<file path="src/rtl/mc_controller.sv">
// mc_controller: multicycle control FSM for the RISC-V core.
// Sequences the shared-memory datapath through fetch, decode, execute,
// memory and writeback steps, and drives all datapath enables and selects.
// Optional build macro MC_CTRL_MEMWAIT_EN: FETCH, MEMREAD and MEMWRITE stall
// until mem_ready=1. Without it mem_ready is ignored and fixed cycle counts apply.
module mc_controller (
  input  logic       clk,
  input  logic       reset,
  input  logic [6:0] op,
  input  logic       Zero,
  input  logic       mem_ready,
  output logic       PCWrite,
  output logic       IRWrite,
  output logic       RegWrite,
  output logic       MemWrite,
  output logic       AdrSrc,
  output logic [1:0] ALUSrcA,
  output logic [1:0] ALUSrcB,
  output logic [1:0] ResultSrc,
  output logic [1:0] ALUOp,
  output logic [1:0] ImmSrc,
  output logic       illegal
);

  localparam logic [6:0] OP_LW   = 7'b0000011;
  localparam logic [6:0] OP_SW   = 7'b0100011;
  localparam logic [6:0] OP_R    = 7'b0110011;
  localparam logic [6:0] OP_I    = 7'b0010011;
  localparam logic [6:0] OP_BEQ  = 7'b1100011;
  localparam logic [6:0] OP_JAL  = 7'b1101111;

  typedef enum logic [3:0] {
    S_FETCH    = 4'd0,
    S_DECODE   = 4'd1,
    S_MEMADR   = 4'd2,
    S_MEMREAD  = 4'd3,
    S_MEMWB    = 4'd4,
    S_MEMWRITE = 4'd5,
    S_EXECR    = 4'd6,
    S_EXECI    = 4'd7,
    S_ALUWB    = 4'd8,
    S_BEQ      = 4'd9,
    S_JAL      = 4'd10,
    S_HALT     = 4'd11
  } state_t;

  state_t     state_r;
  logic       mem_ok_s;
  logic       pcupdate_s;
  logic       branch_s;
  logic       irwrite_s;
  logic       regwrite_s;
  logic       memwrite_s;
  logic       adrsrc_s;
  logic [1:0] alusrca_s;
  logic [1:0] alusrcb_s;
  logic [1:0] resultsrc_s;
  logic [1:0] aluop_s;
  logic       illegal_s;

`ifdef MC_CTRL_MEMWAIT_EN
  assign mem_ok_s = mem_ready;
`else
  // Memory always completes in one cycle in this build; mem_ready is unused.
  logic unused_mem_ready_s;
  assign unused_mem_ready_s = mem_ready;
  assign mem_ok_s           = 1'b1;
`endif

  // State register with next-state sequencing; reset returns to FETCH at once.
  always_ff @(posedge clk or posedge reset) begin
    if (reset) begin
      state_r <= S_FETCH;
    end else begin
      case (state_r)
        S_FETCH:    state_r <= mem_ok_s ? S_DECODE : S_FETCH;
        S_DECODE: begin
          case (op)
            OP_LW, OP_SW: state_r <= S_MEMADR;
            OP_R:         state_r <= S_EXECR;
            OP_I:         state_r <= S_EXECI;
            OP_BEQ:       state_r <= S_BEQ;
            OP_JAL:       state_r <= S_JAL;
            default:      state_r <= S_HALT;
          endcase
        end
        S_MEMADR:   state_r <= (op == OP_LW) ? S_MEMREAD : S_MEMWRITE;
        S_MEMREAD:  state_r <= mem_ok_s ? S_MEMWB : S_MEMREAD;
        S_MEMWB:    state_r <= S_FETCH;
        S_MEMWRITE: state_r <= mem_ok_s ? S_FETCH : S_MEMWRITE;
        S_EXECR:    state_r <= S_ALUWB;
        S_EXECI:    state_r <= S_ALUWB;
        S_ALUWB:    state_r <= S_FETCH;
        S_BEQ:      state_r <= S_FETCH;
        S_JAL:      state_r <= S_ALUWB;
        S_HALT:     state_r <= S_HALT;
        // A corrupted state encoding is treated as a fault and parks the FSM.
        default:    state_r <= S_HALT;
      endcase
    end
  end

  // Moore decode of the datapath controls from the current state.
  always_comb begin
    pcupdate_s  = 1'b0;
    branch_s    = 1'b0;
    irwrite_s   = 1'b0;
    regwrite_s  = 1'b0;
    memwrite_s  = 1'b0;
    adrsrc_s    = 1'b0;
    alusrca_s   = 2'b00;
    alusrcb_s   = 2'b00;
    resultsrc_s = 2'b00;
    aluop_s     = 2'b00;
    illegal_s   = 1'b0;
    case (state_r)
      S_FETCH: begin
        irwrite_s   = mem_ok_s;
        pcupdate_s  = mem_ok_s;
        alusrcb_s   = 2'b10;
        resultsrc_s = 2'b10;
      end
      S_DECODE: begin
        alusrca_s = 2'b01;
        alusrcb_s = 2'b01;
      end
      S_MEMADR: begin
        alusrca_s = 2'b10;
        alusrcb_s = 2'b01;
      end
      S_MEMREAD: begin
        adrsrc_s = 1'b1;
      end
      S_MEMWB: begin
        resultsrc_s = 2'b01;
        regwrite_s  = 1'b1;
      end
      S_MEMWRITE: begin
        adrsrc_s   = 1'b1;
        memwrite_s = 1'b1;
      end
      S_EXECR: begin
        alusrca_s = 2'b10;
        aluop_s   = 2'b10;
      end
      S_EXECI: begin
        alusrca_s = 2'b10;
        alusrcb_s = 2'b01;
        aluop_s   = 2'b10;
      end
      S_ALUWB: begin
        regwrite_s = 1'b1;
      end
      S_BEQ: begin
        alusrca_s = 2'b10;
        aluop_s   = 2'b01;
        branch_s  = 1'b1;
      end
      S_JAL: begin
        alusrca_s  = 2'b01;
        alusrcb_s  = 2'b10;
        pcupdate_s = 1'b1;
      end
      S_HALT: begin
        illegal_s = 1'b1;
      end
      default: begin
        illegal_s = 1'b1;
      end
    endcase
  end

  // Immediate format follows the opcode directly, independent of state.
  always_comb begin
    case (op)
      OP_LW, OP_I: ImmSrc = 2'b00;
      OP_SW:       ImmSrc = 2'b01;
      OP_BEQ:      ImmSrc = 2'b10;
      OP_JAL:      ImmSrc = 2'b11;
      default:     ImmSrc = 2'b00;
    endcase
  end

  // Write enables are suppressed while reset is held; selects show FETCH values.
  assign PCWrite   = ~reset & (pcupdate_s | (branch_s & Zero));
  assign IRWrite   = ~reset & irwrite_s;
  assign RegWrite  = ~reset & regwrite_s;
  assign MemWrite  = ~reset & memwrite_s;
  assign illegal   = ~reset & illegal_s;
  assign AdrSrc    = adrsrc_s;
  assign ALUSrcA   = alusrca_s;
  assign ALUSrcB   = alusrcb_s;
  assign ResultSrc = resultsrc_s;
  assign ALUOp     = aluop_s;

endmodule

</file>
<file path="config.mk">
export PLATFORM = sky130hd
export DESIGN_NAME = mc_controller
export DESIGN_NICKNAME = d
export VERILOG_FILES = /design/src/rtl/mc_controller.sv
export SDC_FILE = /design/constraint.sdc
export NUM_CORES = 1
export LEC_CHECK = 0
export CORE_UTILIZATION = 30
export DETAILED_ROUTE_END_ITERATION = 10
export PLACE_DENSITY = 0.78
export SETUP_SLACK_MARGIN = 0.15
export SLEW_MARGIN = 20
export SYNTH_ARGS = -nofsm -noshare
export SYNTH_HDL_FRONTEND = slang
export SYNTH_SLANG_ARGS = --single-unit
</file>
<file path="constraint.sdc">
create_clock -name clk -period 1.1 [get_ports clk]
set_input_delay 0.11 -clock clk [delete_from_list [all_inputs] [get_ports clk]]
set_output_delay 0.11 -clock clk [all_outputs]
set_load 0.02 [all_outputs]
</file>
==> flow_metrics.env, run 1 <==
export IMPL_worst_pin_slew_ns=0.256
export IMPL_via_per_inst=5.68
export IMPL_period_share=1.37
export IMPL_portBuffers=25
export IMPL_synth_edff_count=0
export IMPL_rsz0062_at_grt="true"
export IMPL_cp_end_kind="primary output"
export IMPL_pwr_share_comb=0.261
export IMPL_fin_crit_ns=1.51
export IMPL_cpPeakStageDelay_ns=0.45
export IMPL_cap_violations=0
export IMPL_core_rowCount=14
export IMPL_ys_seq_area_frac=0.204
export IMPL_antennaDiodeCount=0
export IMPL_start_util=0.323
export IMPL_cts_buffers=3
export IMPL_slew_headroom=0.828
export IMPL_grt_usage=0.254
export IMPL_hpwl_mm=1.41
export IMPL_io_pins=27
export IMPL_via_count=806
export IMPL_die_h_um=42.5
export IMPL_fill_cells=71
export IMPL_whs_ns=0.282
export IMPL_die_area_um2=1800
export IMPL_dr_pass1_iters=4
export IMPL_grt_ovfl_total=0
export IMPL_fin_total_pwr_uw=469
export IMPL_initialDrtViolationCount=32
export IMPL_pwr_density_cell_nw_per_um2=352
export IMPL_worst_clock_skew_ns=0.00533
export IMPL_violations="setup timing"
export IMPL_grt_pass1_vias=771
export IMPL_outcome="finished with violations"
export IMPL_cts_sinks=4
export IMPL_critical_path_class="flip-flop to primary output"
export IMPL_grt_pass1_wl_mm=3.47
export IMPL_holdCritPathClass="input pin to async pin"
export IMPL_largest_reg_flops=4
export IMPL_drv_slew=0
export IMPL_yosys_area_top_type_share=0.204
export IMPL_antenna_found_initial=0
export IMPL_p_switching_uw=129
export IMPL_netlist_area_um2=492
export IMPL_cts_clk_slew_worst_paths_ns=0.04
export IMPL_finalHoldViolCount=0
export IMPL_synthArstFlopShare=1.00
export IMPL_crit_chain="xor2_2 > nor3_4 > buf_4 > buf_6"
export IMPL_cts_htree_levels=1
export IMPL_wire_per_inst_um=17.6
export IMPL_synth_ff_type="dfrtp_1"
export IMPL_critPathRequiredTime_ns=0.99
export IMPL_synth_top_cell_by_area="dfrtp_1"
export IMPL_crit_fanout=5
export IMPL_final_cell_mix="26 x buf_4, 22 x buf_6, 6 x buf_2"
export IMPL_pre_cts_ws_ns=-0.810
export IMPL_final_nets=139
export IMPL_top_regs="state_r: 4 flops"
export IMPL_holdBufCountCts=0
export IMPL_ir_drop_mv=0.317
export IMPL_ant_nets=0
export IMPL_wirelength_mm=2.50
export IMPL_switching_share=0.275
export IMPL_layout_commonest_cell="buf_4"
export IMPL_max_freq_mhz=663
export IMPL_area_delta_synth_final_pct=171
export IMPL_synth_cell_types=29
export IMPL_postSynthCellCount=69
export IMPL_synth_nets=80
export IMPL_clk_insertion_delay_late_ns=0.25
export IMPL_power_frac_seq=0.315
export IMPL_cp_slowest_cell="dfrtp_2"
export IMPL_cts_buffer_depth=2
export IMPL_grt_max_degree=11
export IMPL_gp_congestion=0.890
export IMPL_synth_area_leaders="dfrtp_1 20%, a21oi_1 8.1%, nor3_1 7.1%"
export IMPL_synth_warnings=0
export IMPL_critical_path_arrival_ns=1.40
export IMPL_r2r_cells=5
export IMPL_crit_path_start_kind="flip-flop"
export IMPL_fin_area_um2=1330
export IMPL_cts_root_buf="clkbuf_4"
export IMPL_layout_drive_gt1_share=0.833
export IMPL_ys_seq_elements=4
export IMPL_fin_tns_setup_ns=-5.32
export IMPL_fin_ws_ns=-0.408
export IMPL_die_width_um=42.5
export IMPL_largest_register="state_r"
export IMPL_cts_tree="done"
export IMPL_drc=0
export IMPL_syn_avg_cell_area_um2=7.13
export IMPL_pwr_share_clk=0.424
export IMPL_core_um2=1520
export IMPL_setup_viol=18
export IMPL_place_area_um2=1100
export IMPL_p_int_uw=340
export IMPL_p_leak_nw=0.586
==> power by group through the flow <==
| stage | combinational (mW) | clock (mW) | sequential, mW |
|---|---|---|---|
| 5_1_grt | 0.129 | 0.201 | 0.148 |
| 3_3_place_gp | 0.109 | 0 | 0.150 |
| 2_1_floorplan | 0.0276 | 0 | 0.150 |
| 3_5_place_dp | 0.112 | 0 | 0.150 |
| 4_1_cts | 0.115 | 0.185 | 0.148 |
| 6_report | 0.122 | 0.199 | 0.148 |
==> area by class of cell <==
type                       count  area (µm²)  share of cell area
clock buffer                   3        22.5              0.0169
inverter                       4        15.0              0.0113
multi-input combinational     56         631               0.474
sequential                     4         105              0.0789
tap                           16        20.0              0.0150
timing repair buffer          59         538               0.404
==> critical path: cells and delay by family (launching register included) <==
kind          cells  cell delay [ns]
buf+inv           2             0.27
xor+xnor          1             0.20
flops             1             0.45
simple gates      1             0.23
==> what timing repair did <==
item                       in CTS  in global routing
resized for setup             140                 20
cloned                          0                  0
setup endpoints to repair      20                 20
pin swaps                      16                  7
setup buffers                   6                  2
==> synth_stat cells (3+ instances only) <==
library cell	count
a21oi_1	8
nor3_1	7
nor2_1	6
clkbuf_1	4
dfrtp_1	4
inv_1	4
nand2_1	4
nand3_1	4
xnor2_1	4
and3_1	3
nor4_1	3
==> cells by family (layout without fill, tap and decap cells) <==
logic type             after synthesis  after routing  share of synthesized area
buffers and inverters                9             66                     0.0687
AND/OR/NAND/NOR                     35             35                      0.438
flip-flops                           4              4                      0.204
AO/OA/AOI/OAI                       16             16                      0.201
XOR/XNOR                             5              5                     0.0891
==> routing by layer <==
metal  share of wire  track usage  up-vias
met5               0            0        -
met3           0.054       0.0259        9
li1                -            -      371
met2            0.53        0.480       46
met4           0.029       0.0938        0
met1            0.38        0.286      380
==> worst paths after layout <==
path / slack [ns] / start / to
setup / recovery: -0.41 / state_r[3] / ALUSrcB[1]
hold / removal: 0.28 / reset / state_r[2]
setup reg to reg: -0.22 / state_r[3] / state_r[3]
hold reg to reg: 0.81 / state_r[0] / state_r[2]
max in group asynchronous: 0.64 / reset / state_r[1]
min in group clk: 0.30 / op[4] / state_r[1]
==> through the flow <==
stage / cells / utilization
detailed placement: 131 / 0.719
finish: 142 / 0.874
CTS: 140 / 0.817
global route: 142 / 0.874
floorplan: 69 / -
global placement: 131 / 0.719
(Power assumes the default switching activity.)
==> inputs of run 2 (changes only) <==
--- a/config.mk
+++ b/config.mk
@@ -6,6 +6,7 @@
 export NUM_CORES = 1
 export LEC_CHECK = 0
 export CORE_UTILIZATION = 30
+export CTS_CLUSTER_SIZE = 40
 export DETAILED_ROUTE_END_ITERATION = 10
 export PLACE_DENSITY = 0.78
 export SETUP_SLACK_MARGIN = 0.15
==> results of run 2 <==
No change in the layout: final DEF, timing and power equal those of run 1.
==> inputs of run 3 (changes only) <==
--- a/config.mk
+++ b/config.mk
@@ -5,10 +5,11 @@
 export SDC_FILE = /design/constraint.sdc
 export NUM_CORES = 1
 export LEC_CHECK = 0
-export CORE_UTILIZATION = 30
+export ABC_AREA = 1
+export CORE_UTILIZATION = 31
 export CTS_CLUSTER_SIZE = 40
 export DETAILED_ROUTE_END_ITERATION = 10
-export PLACE_DENSITY = 0.78
+export PLACE_DENSITY = 0.84
 export SETUP_SLACK_MARGIN = 0.15
 export SLEW_MARGIN = 20
 export SYNTH_ARGS = -nofsm -noshare
==> run 3 against run 2 <==
- the run now fails in global routing
- synthesized cell count rose by 13%
- synthesized area fell by 14%
==> flow_metrics.env, run 3 <==
export IMPL_cts_root_buf="clkbuf_4"
export IMPL_ys_seq_area_frac=0.237
export IMPL_synth_top_cells_by_count="22 x nand2_1, 14 x nor2_1, 10 x inv_1"
export IMPL_cts_buffer_depth=2
export IMPL_io_pins=27
export IMPL_holdBufCountCts=0
export IMPL_outcome="stopped before the end"
export IMPL_ys_seq_elements=4
export IMPL_synth_cell_types=15
export IMPL_synth_warnings=0
export IMPL_cts_htree_levels=1
export IMPL_netlist_area_um2=423
export IMPL_toolErrorMsg="[ERROR DPL-0038] Utilization greater than 100%, impossible to legalize"
export IMPL_place_area_um2=961
export IMPL_cts_buffers=3
export IMPL_gp_congestion=0.796
export IMPL_synth_top_cell_by_area="dfrtp_1"
export IMPL_core_rowCount=12
export IMPL_stop_stage="global routing"
export IMPL_cts_sinks=4
export IMPL_synth_edff_count=0
export IMPL_hpwl_mm=1.26
export IMPL_die_h_um=38.9
export IMPL_endpoint_type="primary output"
export IMPL_pre_cts_ws_ns=-0.694
export IMPL_portBuffers=25
export IMPL_synth_ff_type="dfrtp_1"
export IMPL_yosysMostFrequentCell="nand2_1"
export IMPL_synth_nets=89
export IMPL_yosys_area_top_type_share=0.237
export IMPL_grt_max_degree=6
export IMPL_syn_avg_cell_area_um2=5.42
export IMPL_synth_area_leaders="dfrtp_1 24%, nand2_1 20%, nor2_1 12%"
export IMPL_start_util=0.357
export IMPL_die_width_um=38.9
export IMPL_crit_endpoint="MemWrite"
export IMPL_postSynthCellCount=78
export IMPL_synthArstFlopShare=1.00
run 3: repair_timing:
action	CTS
resized for setup	148
buffers inserted	9
setup endpoints to repair	20
pin swaps	12
run 3: cells by family after synthesis:
group           after synthesis  share of synthesized area
buf+inv                      15                      0.133
simple gates                 50                      0.512
flops                         4                      0.237
compound gates                9                      0.118
run 3: through the flow:
stage	setup TNS, ns	std cells	utilization
after floorplan	-0.365	78	-
after global placement	-8.77	143	0.810
after detailed placement	-9.38	143	0.810
after CTS	-4.62	156	0.963
==> inputs of run 4 (changes only) <==
--- a/config.mk
+++ b/config.mk
@@ -6,11 +6,10 @@
 export NUM_CORES = 1
 export LEC_CHECK = 0
 export ABC_AREA = 1
-export CORE_UTILIZATION = 31
-export CTS_CLUSTER_SIZE = 40
+export CORE_AREA = 2 2 63 65
 export DETAILED_ROUTE_END_ITERATION = 10
-export PLACE_DENSITY = 0.84
-export SETUP_SLACK_MARGIN = 0.15
+export DIE_AREA = 0 0 65 67
+export PLACE_DENSITY_LB_ADDON = 0.15
 export SLEW_MARGIN = 20
 export SYNTH_ARGS = -nofsm -noshare
 export SYNTH_HDL_FRONTEND = slang
==> constraint.sdc (replaced) <==
create_clock -name clk -period 1.45 [get_ports clk]
set_input_delay 0.145 -clock clk [delete_from_list [all_inputs] [get_ports clk]]
set_output_delay 0.145 -clock clk [all_outputs]
set_load 0.02 [all_outputs]
==> run 4 against run 3 <==
- the flow now finishes, with violations (setup timing)
- synthesized area stayed put
- synthesized cell count stayed put
==> flow_metrics.env, run 4 <==
export IMPL_outcome="finished with violations"
export IMPL_violations="setup timing"
export IMPL_worst_clock_skew_ns=0.00175
export IMPL_layout_drive_gt1_share=0.492
export IMPL_grt_max_degree=6
export IMPL_synth_nets=89
export IMPL_grt_pass1_vias=683
export IMPL_die_area_um2=4360
export IMPL_grt_ovfl_total=0
export IMPL_die_width_um=65
export IMPL_cap_violations=0
export IMPL_fin_ws_ns=-0.0830
export IMPL_final_util=0.265
export IMPL_holdCritPathClass="input pin to async pin"
export IMPL_dr_pass1_iters=2
export IMPL_final_nets=145
export IMPL_antenna_found_initial=0
export IMPL_cts_buffers=3
export IMPL_p_int_uw=328
export IMPL_portBuffers=25
export IMPL_die_h_um=67
export IMPL_ys_seq_area_frac=0.237
export IMPL_max_freq_mhz=652
export IMPL_switching_share=0.182
export IMPL_start_util=0.117
export IMPL_synth_cell_types=15
export IMPL_crit_path_start_kind="flip-flop"
export IMPL_via_per_inst=3.63
export IMPL_netlist_area_um2=423
export IMPL_via_count=654
export IMPL_grt_pass1_wl_mm=2.77
export IMPL_rsz0062_at_grt="true"
export IMPL_dp_cells=176
export IMPL_slew_headroom=0.865
export IMPL_initialDrtViolationCount=10
export IMPL_core_rowCount=22
export IMPL_critical_path_class="flip-flop to primary output"
export IMPL_r2r_start="state_r[2]"
export IMPL_gp_congestion=0.777
export IMPL_postSynthCellCount=78
export IMPL_core_um2=3610
export IMPL_pwr_share_clk=0.558
export IMPL_fin_total_pwr_uw=401
export IMPL_yosysMostFrequentCell="nand2_1"
export IMPL_cts_clk_slew_worst_paths_ns=0.03
export IMPL_drv_slew=0
export IMPL_clk_insertion_delay_late_ns=0.21
export IMPL_power_frac_seq=0.281
export IMPL_cts_tree="done"
export IMPL_synthArstFlopShare=1.00
export IMPL_ys_seq_elements=4
export IMPL_worst_pin_slew_ns=0.201
export IMPL_yosys_area_top_type_share=0.237
export IMPL_ant_nets=0
export IMPL_wirelength_mm=1.57
export IMPL_synth_ff_type="dfrtp_1"
export IMPL_pwr_share_comb=0.162
export IMPL_hpwl_mm=1.38
export IMPL_synth_top_cell_by_area="dfrtp_1"
export IMPL_p_leak_nw=0.507
export IMPL_synth_area_leaders="dfrtp_1 24%, nand2_1 20%, nor2_1 12%"
export IMPL_drc=0
export IMPL_io_pins=27
export IMPL_cts_root_buf="clkbuf_8"
export IMPL_synth_warnings=0
export IMPL_syn_avg_cell_area_um2=5.42
export IMPL_antennaDiodeCount=0
export IMPL_setup_viol=4
export IMPL_p_switching_uw=73.0
export IMPL_ir_drop_mv=0.220
export IMPL_pwr_density_cell_nw_per_um2=419
export IMPL_fill_cells=427
export IMPL_final_cell_mix="30 x buf_4, 19 x nand2_1, 10 x nor2_1"
export IMPL_area_delta_synth_final_pct=126
export IMPL_holdBufCountCts=0
export IMPL_critPathRequiredTime_ns=1.31
export IMPL_grt_usage=0.0805
export IMPL_layoutNonFillerInstCount=180
export IMPL_cts_htree_levels=1
export IMPL_cts_sinks=4
export IMPL_cts_buffer_depth=2
export IMPL_period_share=1.06
export IMPL_layout_commonest_cell="buf_4"
export IMPL_wire_per_inst_um=8.74
export IMPL_cp_end_kind="primary output"
export IMPL_crit_fanout=5
export IMPL_critPathLaunch="state_r[2]"
export IMPL_largest_register="state_r"
export IMPL_largest_reg_flops=4
export IMPL_synth_edff_count=0
export IMPL_top_regs="state_r: 4 flops"
export IMPL_fin_crit_ns=1.53
export IMPL_finalHoldViolCount=0
export IMPL_synth_top_cells_by_count="22 x nand2_1, 14 x nor2_1, 10 x inv_1"
export IMPL_critical_path_arrival_ns=1.39
## run 4: repair_timing
| item | 4_1_cts | 5_1_grt |
|---|---|---|
| gates resized for setup | 73 | 14 |
| setup buffers | 0 | 1 |
| endpoints found under the setup margin | 16 | 14 |
| pin swaps | 3 | 2 |
| endpoints found under the hold margin | 0 | 0 |
## run 4: layer usage
layer,GRT usage,up-vias,part of all wire
met5,0,-,0
met2,0.144,23,0.47
met4,0.0319,0,0
met1,0.0938,283,0.46
met3,0.0152,0,0.067
li1,-,348,-
## run 4: cell type report
| type | count | area, µm² | share of cell area |
|---|---|---|---|
| clock buffer | 3 | 41.3 | 0.0431 |
| inverter | 15 | 56.3 | 0.0588 |
| multi-input combinational | 59 | 308 | 0.322 |
| sequential | 4 | 101 | 0.106 |
| tap | 48 | 60.1 | 0.0627 |
| timing repair buffer | 51 | 390 | 0.408 |
## run 4: worst max-delay path, cell delays in order, from the launching register on
cell and delay [ns]:
dfrtp_1 0.39, inv_2 0.05, or2_4 0.26, or2_1 0.23, nor2_1 0.09, buf_4 0.15
## run 4: worst paths after layout
| path | to | slack (ns) | depth (start not counted) |
|---|---|---|---|
| worst min register to register | state_r[0] | 0.70 | 4 |
| max in group asynchronous | state_r[0] | 1.08 | 3 |
| worst min-delay path | state_r[2] | 0.25 | 3 |
| worst max register to register | state_r[2] | 0.18 | 6 |
| worst max-delay path | MemWrite | -0.08 | 5 |
| min in group clk | state_r[1] | 0.41 | 5 |
## run 4: power by group through the flow
stage / logic, mW / clock network [mW] / registers, mW
2_1_floorplan: 0.0178 / 0 / 0.114
3_3_place_gp: 0.0655 / 0 / 0.114
3_5_place_dp: 0.0647 / 0 / 0.114
4_1_cts: 0.0641 / 0.234 / 0.112
5_1_grt: 0.0716 / 0.242 / 0.112
6_report: 0.0648 / 0.224 / 0.113
## run 4: kinds of logic after synthesis
kind of cell,count (synthesis),synth area share
buffers and inverters,15,0.133
flip-flops,4,0.237
AND/OR/NAND/NOR,50,0.512
AO/OA/AOI/OAI,9,0.118
## run 4: stage by stage
step / setup TNS (ns) / hold slack (ns) / worst slack (ns) / area, µm²
after floorplan: 0 / -0.0806 / 0.109 / 425
after global placement: -3.59 / 0.483 / -0.389 / 923
after detailed placement: -3.61 / 0.468 / -0.407 / 923
after CTS: -0.257 / 0.246 / -0.0857 / 935
after global routing: -0.870 / 0.264 / -0.152 / 957
final: -0.148 / 0.254 / -0.0830 / 957
